File: config.mk
export PLATFORM = sky130hd
export DESIGN_NAME = nibble_serial_adder_ctrl
export DESIGN_NICKNAME = d
export VERILOG_FILES = /design/src/rtl/nsa_pkg.sv /design/src/rtl/nibble_adder.sv /design/src/rtl/nibble_serial_adder_ctrl.sv
export SDC_FILE = /design/constraint.sdc
export NUM_CORES = 1
export LEC_CHECK = 0
export BUFFER_PORTS_ARGS = -buffer_cell sky130_fd_sc_hd__buf_2
export CAP_MARGIN = 15
export CORE_MARGIN = 1
export CORE_UTILIZATION = 57
export DETAILED_ROUTE_END_ITERATION = 7
export MAX_ROUTING_LAYER = met4
export PLACE_DENSITY = 0.8
export SETUP_SLACK_MARGIN = 0.3
export SLEW_MARGIN = 5
export SYNTH_ARGS = -nofsm -noshare
export SYNTH_HDL_FRONTEND = slang
export SYNTH_SLANG_ARGS = --single-unit
File: constraint.sdc
create_clock -name clk -period 6.6 [get_ports clk]
set_input_delay 0.66 -clock clk [delete_from_list [all_inputs] [get_ports clk]]
set_output_delay 0.66 -clock clk [all_outputs]
set_load 0.02 [all_outputs]
File: src/rtl/nsa_pkg.sv
// nsa_pkg -- shared definitions for the nibble-serial adder sequencer.
//   nsa_state_e : sequencer state (IDLE, RUN, DONE)
//   SLICE_W     : width of the single time-multiplexed adder slice
package nsa_pkg;

  localparam int SLICE_W = 4;

  typedef enum logic [1:0] {
    IDLE = 2'd0,
    RUN  = 2'd1,
    DONE = 2'd2
  } nsa_state_e;

endpackage

File: src/rtl/nibble_adder.sv
// nibble_adder -- combinational SLICE_W-bit ripple-carry adder built from
// per-bit full adders.
//   a, b : slice operands
//   cin  : carry into bit 0
//   sum  : slice sum
//   cout : carry out of the top bit
module nibble_adder
  import nsa_pkg::*;
(
  input  logic [SLICE_W-1:0] a,
  input  logic [SLICE_W-1:0] b,
  input  logic               cin,
  output logic [SLICE_W-1:0] sum,
  output logic               cout
);

  logic [SLICE_W:0] c;

  assign c[0] = cin;

  for (genvar i = 0; i < SLICE_W; i++) begin : g_fa
    assign sum[i]   = a[i] ^ b[i] ^ c[i];
    assign c[i + 1] = (a[i] & b[i]) | (c[i] & (a[i] ^ b[i]));
  end

  assign cout = c[SLICE_W];

endmodule

File: src/rtl/nibble_serial_adder_ctrl.sv
// nibble_serial_adder_ctrl -- adds two WIDTH-bit operands one nibble per
// clock through a single nibble_adder slice, LSB nibble first, chaining the
// carry through a register.
//
// Ports:
//   clk, rst_n          : clock, synchronous active-low reset
//   in_valid / in_ready : operand handshake (a, b, cin)
//   out_valid/out_ready : result handshake (sum, cout)
//   busy                : high while an operation is in RUN or DONE
//   sub                 : subtract select, present only with ADD_SUB_EN
//
// Handshake semantics: a transfer happens on a rising clk edge where both
// valid and ready are high. in_ready is high only in IDLE; out_valid is
// high only in DONE, where sum/cout are held until out_ready is seen. Valid
// or ready asserted outside those states has no effect.
//
// Build option: define ADD_SUB_EN to add the sub input. With sub=1 the
// block computes a-b (b inverted per slice, carry seeded with 1, cin
// ignored); cout=1 then means no borrow.
module nibble_serial_adder_ctrl
  import nsa_pkg::*;
#(
  parameter int WIDTH = 16  // multiple of SLICE_W, at least SLICE_W
) (
  input  logic             clk,
  input  logic             rst_n,
  input  logic             in_valid,
  output logic             in_ready,
  input  logic [WIDTH-1:0] a,
  input  logic [WIDTH-1:0] b,
  input  logic             cin,
`ifdef ADD_SUB_EN
  input  logic             sub,
`endif
  output logic             out_valid,
  input  logic             out_ready,
  output logic [WIDTH-1:0] sum,
  output logic             cout,
  output logic             busy
);

  localparam int NSLICE = WIDTH / SLICE_W;
  localparam int CNT_W  = (NSLICE > 1) ? $clog2(NSLICE) : 1;
  localparam logic [CNT_W-1:0] LAST_SLICE = CNT_W'(NSLICE - 1);

  nsa_state_e       state_q, state_d;
  logic [WIDTH-1:0] a_q, a_d;
  logic [WIDTH-1:0] b_q, b_d;
  logic [WIDTH-1:0] sum_q, sum_d;
  logic             carry_q, carry_d;
  logic             cout_q, cout_d;
  logic [CNT_W-1:0] cnt_q, cnt_d;
`ifdef ADD_SUB_EN
  logic             sub_q, sub_d;
`endif

  logic [SLICE_W-1:0] a_sl, b_sl, b_eff, slice_sum;
  logic               slice_cout;

  // Pick the nibble addressed by the slice counter.
  always_comb begin
    a_sl = '0;
    b_sl = '0;
    for (int i = 0; i < NSLICE; i++) begin
      if (cnt_q == CNT_W'(i)) begin
        a_sl = a_q[i*SLICE_W +: SLICE_W];
        b_sl = b_q[i*SLICE_W +: SLICE_W];
      end
    end
`ifdef ADD_SUB_EN
    b_eff = sub_q ? ~b_sl : b_sl;
`else
    b_eff = b_sl;
`endif
  end

  nibble_adder u_slice (
    .a    (a_sl),
    .b    (b_eff),
    .cin  (carry_q),
    .sum  (slice_sum),
    .cout (slice_cout)
  );

  always_comb begin
    state_d = state_q;
    a_d     = a_q;
    b_d     = b_q;
    sum_d   = sum_q;
    carry_d = carry_q;
    cout_d  = cout_q;
    cnt_d   = cnt_q;
`ifdef ADD_SUB_EN
    sub_d   = sub_q;
`endif
    case (state_q)
      IDLE: begin
        if (in_valid && in_ready) begin
          a_d     = a;
          b_d     = b;
          carry_d = cin;
          cnt_d   = '0;
`ifdef ADD_SUB_EN
          sub_d   = sub;
          // Two's-complement subtract: the +1 replaces cin.
          if (sub) carry_d = 1'b1;
`endif
          state_d = RUN;
        end
      end
      RUN: begin
        for (int i = 0; i < NSLICE; i++) begin
          if (cnt_q == CNT_W'(i)) sum_d[i*SLICE_W +: SLICE_W] = slice_sum;
        end
        carry_d = slice_cout;
        cnt_d   = cnt_q + CNT_W'(1);
        if (cnt_q == LAST_SLICE) begin
          cout_d  = slice_cout;
          state_d = DONE;
        end
      end
      DONE: begin
        if (out_ready) state_d = IDLE;
      end
      default: state_d = IDLE;
    endcase
  end

  always_ff @(posedge clk) begin
    if (!rst_n) begin
      state_q <= IDLE;
      a_q     <= '0;
      b_q     <= '0;
      sum_q   <= '0;
      carry_q <= 1'b0;
      cout_q  <= 1'b0;
      cnt_q   <= '0;
`ifdef ADD_SUB_EN
      sub_q   <= 1'b0;
`endif
    end else begin
      state_q <= state_d;
      a_q     <= a_d;
      b_q     <= b_d;
      sum_q   <= sum_d;
      carry_q <= carry_d;
      cout_q  <= cout_d;
      cnt_q   <= cnt_d;
`ifdef ADD_SUB_EN
      sub_q   <= sub_d;
`endif
    end
  end

  assign in_ready  = (state_q == IDLE);
  assign out_valid = (state_q == DONE);
  assign busy      = (state_q != IDLE);
  assign sum       = sum_q;
  assign cout      = cout_q;

endmodule

==> run_results.csv, run 1 <==
group,metric,value,unit
pwr,seqPwrFrac,0.529,
clock_network,cts_tree,"yes",
synthesis,yosysWarnings,0,
synthesis,synth_top_cells_by_area,"dfxtp_1 44%, mux2i_1 13%, nor2_1 5.2%",
floorplanning,start_util,0.605,
worst_setup_path,end_kind,"register",
clock_network,cts-htree-levels,2,
min_path,min_path_type,"register to register",
placed_design,gp_congestion,0.824,
routing,vias,1897,
sta,tightest_slew,923,ps
worst_setup_path,arrival,3890,ps
pwr,p_int,0.494,mW
grt,grt_pass1_vias,1707,
synthesis,synth.distinct_cells,31,
sta,fin_setup_tns,0,ps
clock_network,cts_resized,0,
run,maxCapViolCount,0,
pwr,switchingPower,0.175,mW
sta,fmax,273,MHz
sta,fin_crit_sh,0.554,
cells_and_area,utilization,0.679,
worst_setup_path,crit_type,"register to register",
routing,vias_per_cell,5.48,
pwr,switching_share,0.261,
synthesis,yosysSeqAreaShare,0.437,
synthesis,ys_seq_elements,54,
sta,finalHoldViolCount,0,
placed_design,detailedPlace.worstSlack,3000,ps
clock_network,postCtsHoldBufs,0,
cells_and_area,diodes,0,
clock_network,cts_sinks,54,
synthesis,synth-edff-count,0,
floorplanning,die_x,67.8,um
cells_and_area,final_common_cell,"buf_2",
placed_design,placed_area,2670,um^2
synthesis,syn_area,2470,um^2
clock_network,post_cts_buffers,0,
clock_network,numCtsBuffers,5,
placed_design,numPortBuffers,56,
routing,wl_per_cell,14.3,um
grt,grt_max_degree,55,
grt,grt_pass1_wl,7.77,mm
synthesis,avgSynthCellArea,9.88,um^2
grt,grt_usage,0.235,
cells_and_area,final_layout_size_suffix_gt1_frac,0.250,
pwr,pwr-share-comb,0.156,
sta,rsz0062_at_grt,"no",
cells_and_area,design_area,2780,um^2
pwr,power_frac_clock,0.316,
floorplanning,io_pins,57,
cells_and_area,final_nets,340,
pwr,totalPowerFinal,0.669,mW
clock_network,clock_latency,310,ps
pwr,powerDensity,241,nW/um^2
routing,drt_first_pass_iters,4,
worst_setup_path,worstPathMaxFanout,15,
synthesis,synth_ff_type,"dfxtp_1",
pwr,p_leak,1.18,nW
synthesis,synth_top_area_share,0.437,
floorplanning,core-area,4090,um^2
grt,overflow,0,
run_status,status,"completed",
placed_design,dpl.hpwl,3.53,mm
cells_and_area,final_cell_mix,"56 x buf_2, 54 x dfxtp_1, 34 x nor2_1, 33 x mux2i_1",
routing,ant_nets,0,
routing,wl,4.97,mm
synthesis,async_flop_share,0,
sta,period_needed,3660,ps
synthesis,synthesis.nets,295,
pwr,ir_worst_vdd,0.000179,V
clock_network,clk_path_buf_depth,2,
floorplanning,rows,23,
grt,antenna_found_initial,0,
synthesis,synth_top_area_cell,"dfxtp_1",
clock_network,cts-root-buf,"clkbuf_8",
sta,setup_ws,2940,ps
synthesis,syn_inst,250,
worst_setup_path,startpoint_type,"register",
cells_and_area,area_growth,12.4,%
sta,slew_headroom,0.384,
routing,drcViolationCount,0,
routing,drt_iter0_drc,109,
worst_setup_path,crit_required,6830,ps
floorplanning,die_y,67.8,um
floorplanning,die-area,4600,um^2
sta,setup_viol,0,
clock_network,cts.clk_slew.worst_paths,100,ps
sta,final.setup_skew,8.00,ps
sta,drv_slew,0,
## cell type report
cell class,count,area [um^2]
flip-flops and latches,54,1080
multi-input cells,169,1200
well taps,50,62.6
fillers,360,1310
clock buffers,8,110
repair buffers,57,288
inverters,8,30.0
## cell usage after synthesis, types with 5 or more instances
master,number
a21oi_1,19
a221oi_1,6
buf_6,5
clkbuf_1,9
dfxtp_1,54
inv_1,7
mux2i_1,33
nand2_1,19
nand3_1,13
nor2_1,34
nor2b_1,8
o31ai_1,6
## critical path: stages, from the launching register on
cell and delay [ps]:
dfxtp_1 410, ha_1 510, nor2b_1 260, a221o_1 340, a22oi_1 210, fa_1 210
inv_1 50, fa_1 380, fa_1 390, fa_1 570, nand3_1 90, a21oi_1 150
## cell families (layout without fill, tap and decap cells)
logic type	Yosys count	in the layout	share of synthesized area
AOI/OAI and AO/OA	44	44	0.133
adders and majority gates	8	8	0.0527
buffers and inverters	27	73	0.0775
DFF	54	54	0.437
muxes	33	33	0.134
and+or+nand+nor	84	84	0.166
## stage by stage
step / hold WS, ps / std cells
after floorplan: 460 / 250
after global placement: 440 / 338
after detailed placement: 444 / 338
after CTS: 458 / 346
after global routing: 475 / 346
final: 455 / 346
## power groups by stage
stage               clock [mW]  sequential [mW]  combinational [mW]
floorplan                    0            0.361              0.0833
global placement             0            0.361               0.101
detailed placement           0            0.361               0.104
CTS                      0.214            0.354               0.105
global route             0.227            0.356               0.115
finish                   0.211            0.354               0.104
## routing by layer
| metal | vias to the layer above | track usage | share of wire |
|---|---|---|---|
| met5 | - | - | 0 |
| met1 | 881 | 0.294 | 0.47 |
| met3 | 8 | 0.0550 | 0.045 |
| met4 | 0 | 0.0729 | 0.012 |
| met2 | 52 | 0.376 | 0.47 |
| li1 | 956 | - | - |
## final timing paths
kind / to / from / cells past startpoint / slack, ps
worst min-delay path: sum[10] / sum[10] / 2 / 460
worst max register to register: sum[11] / cnt_q[0] / 11 / 2940
worst min register to register: sum[10] / sum[10] / 2 / 460
worst max-delay path: sum[11] / cnt_q[0] / 11 / 2940
## sequential cells by signal (all words and copies together), names as in the netlist
register / cells
a_q: 16
state_q: 2
b_q: 16
cout: 1
carry_q: 1
sum: 16
cnt_q: 2
No activity file was read; power rests on OpenSTA's default activity.
==> run 2, diff against run 1 <==
CORE_UTILIZATION = 48   (was 57)
PLACE_DENSITY = 0.71   (was 0.8)
clock period = 3.07 ns   (was 6.6 ns; I/O delays follow)
==> run 2 against run 1 <==
Die area increased by 18%. Design area increased by 6.0%. First-iteration DRC count decreased by 7.3%. Largest power group unchanged. Clock power increased by 96%. Worst setup slack got worse by 2900 ps. Final cell count increased by 8.7%. Maximum frequency increased by 20%.
==> run_results.csv, run 2 (synthesized netlist as in run 1, its figures left out) <==
group,metric,value,unit
run_status,status,"completed",
sta,fmax,329,MHz
floorplanning,die_x,73.8,um
floorplanning,core-area,4850,um^2
placed_design,dp.cells,367,
routing,wl_per_cell,14.1,um
clock_network,cts_sinks,54,
grt,antenna_found_initial,0,
placed_design,detailedPlace.worstSlack,-22.2,ps
sta,final.setup_skew,10.7,ps
sta,setup_viol,0,
floorplanning,rows,25,
cells_and_area,area_growth,19.1,%
clock_network,postCtsHoldBufs,0,
sta,rsz0062_at_grt,"yes",
worst_setup_path,worstPathMaxFanout,4,
routing,drt_first_pass_iters,4,
worst_setup_path,end_kind,"register",
cells_and_area,final_common_cell,"buf_2",
cells_and_area,final_nets,353,
grt,grt_pass1_wl,8.30,mm
placed_design,numPortBuffers,56,
pwr,powerDensity,485,nW/um^2
min_path,min_path_type,"input port to register",
sta,whs,229,ps
run,maxCapViolCount,0,
pwr,ir_worst_vdd,0.000241,V
floorplanning,die-area,5440,um^2
cells_and_area,fillers,442,
placed_design,gp_congestion,0.784,
grt,overflow,0,
sta,fin_setup_tns,0,ps
worst_setup_path,cp_slowest_cell,"fa_2",
routing,wl,5.30,mm
routing,vias_per_cell,5.16,
grt,grt_pass1_vias,1753,
sta,drv_slew,0,
sta,tightest_slew,957,ps
grt,grt_max_degree,55,
clock_network,cts.clk_slew.worst_paths,100,ps
worst_setup_path,crit_required,3310,ps
cells_and_area,fin_cells,376,
clock_network,cts_tree,"yes",
routing,vias,1940,
grt,grt_usage,0.209,
pwr,p_leak,1.25,nW
clock_network,cts-htree-levels,2,
sta,period_needed,3040,ps
sta,finalHoldViolCount,0,
worst_setup_path,worst_path_largest_cell_delay,580,ps
clock_network,numCtsBuffers,5,
worst_setup_path,cp.buffers_inverters,2,
worst_setup_path,cp_top_family,"adder cells",
routing,ant_nets,0,
cells_and_area,final_layout_size_suffix_gt1_frac,0.327,
worst_setup_path,crit_type,"register to register",
floorplanning,io_pins,57,
sta,slew_headroom,0.361,
sta,fin_crit_sh,0.990,
floorplanning,die_y,73.8,um
clock_network,clock_latency,310,ps
worst_setup_path,startpoint_type,"register",
sta,setup_ws,32.1,ps
worst_setup_path,path_cells,"inv_2, ha_4, nor2b_4, a221o_1, a22oi_2, fa_2, inv_2, fa_2, fa_2, fa_2, nand3_1, a21oi_2",
clock_network,clk_path_buf_depth,2,
floorplanning,start_util,0.510,
placed_design,dpl.hpwl,3.79,mm
routing,drcViolationCount,0,
routing,drt_iter0_drc,101,
cells_and_area,diodes,0,
clock_network,cts-root-buf,"clkbuf_8",
worst_setup_path,critical_path.most_common_cell,"fa_2",
worst_setup_path,arrival,3280,ps
cells_and_area,final_cell_mix,"56 x buf_2, 52 x dfxtp_1, 34 x nor2_1, 33 x mux2i_1, 19 x nand2_1",
run 2: power breakdown:
group | internal [mW] | total [mW] | switching, mW
clock | 0.187 | 0.414 | 0.227
combinational | 0.118 | 0.252 | 0.135
sequential | 0.736 | 0.761 | 0.0248
run 2: stage by stage:
step,utilization,cell area [um^2],power [mW]
after global routing,0.607,2940,1.49
after CTS,0.606,2940,1.44
after global placement,0.582,2820,1.02
after detailed placement,0.582,2820,1.03
final,0.607,2940,1.43
after floorplan,-,2510,0.964
run 2: final timing paths:
| path | from | to | slack [ps] | depth (start not counted) |
|---|---|---|---|---|
| worst max-delay path | cnt_q[1] | sum[15] | 30 | 12 |
| worst min-delay path | a[10] | a_q[10] | 230 | 3 |
| worst max register to register | cnt_q[1] | sum[15] | 30 | 12 |
| worst min register to register | sum[9] | sum[9] | 460 | 2 |
run 2: area by class of cell:
| type | count | area [um^2] | area share |
|---|---|---|---|
| inverter | 8 | 32.5 | 0.0110 |
| timing repair buffer | 70 | 385 | 0.131 |
| multi-input combinational | 169 | 1260 | 0.428 |
| sequential | 54 | 1090 | 0.369 |
| clock inverter | 1 | 8.76 | 0.00297 |
| clock buffer | 7 | 86.3 | 0.0293 |
| tap | 67 | 83.8 | 0.0285 |
run 2: worst reg2reg max path, stage by stage, from the launching register on:
cell,delay (ps)
dfxtp_2,360
inv_2,70
ha_4,160
nor2b_4,130
a221o_1,300
a22oi_2,160
fa_2,230
inv_2,40
fa_2,340
fa_2,350
fa_2,580
nand3_1,100
a21oi_2,150
run 2: routing by layer:
metal  part of all wire  GRT usage
met1               0.46      0.257
met3              0.044     0.0425
met5                  0          -
met4              0.013     0.0705
met2               0.48      0.340
run 2: timing repair:
item / in CTS / in global routing
gates cloned: 0 / 0
endpoints found under the setup margin: 6 / 10
buffers inserted: 1 / 0
endpoints found under the hold margin: 0 / 0
resized for setup: 5 / 1
pin swaps: 6 / 0
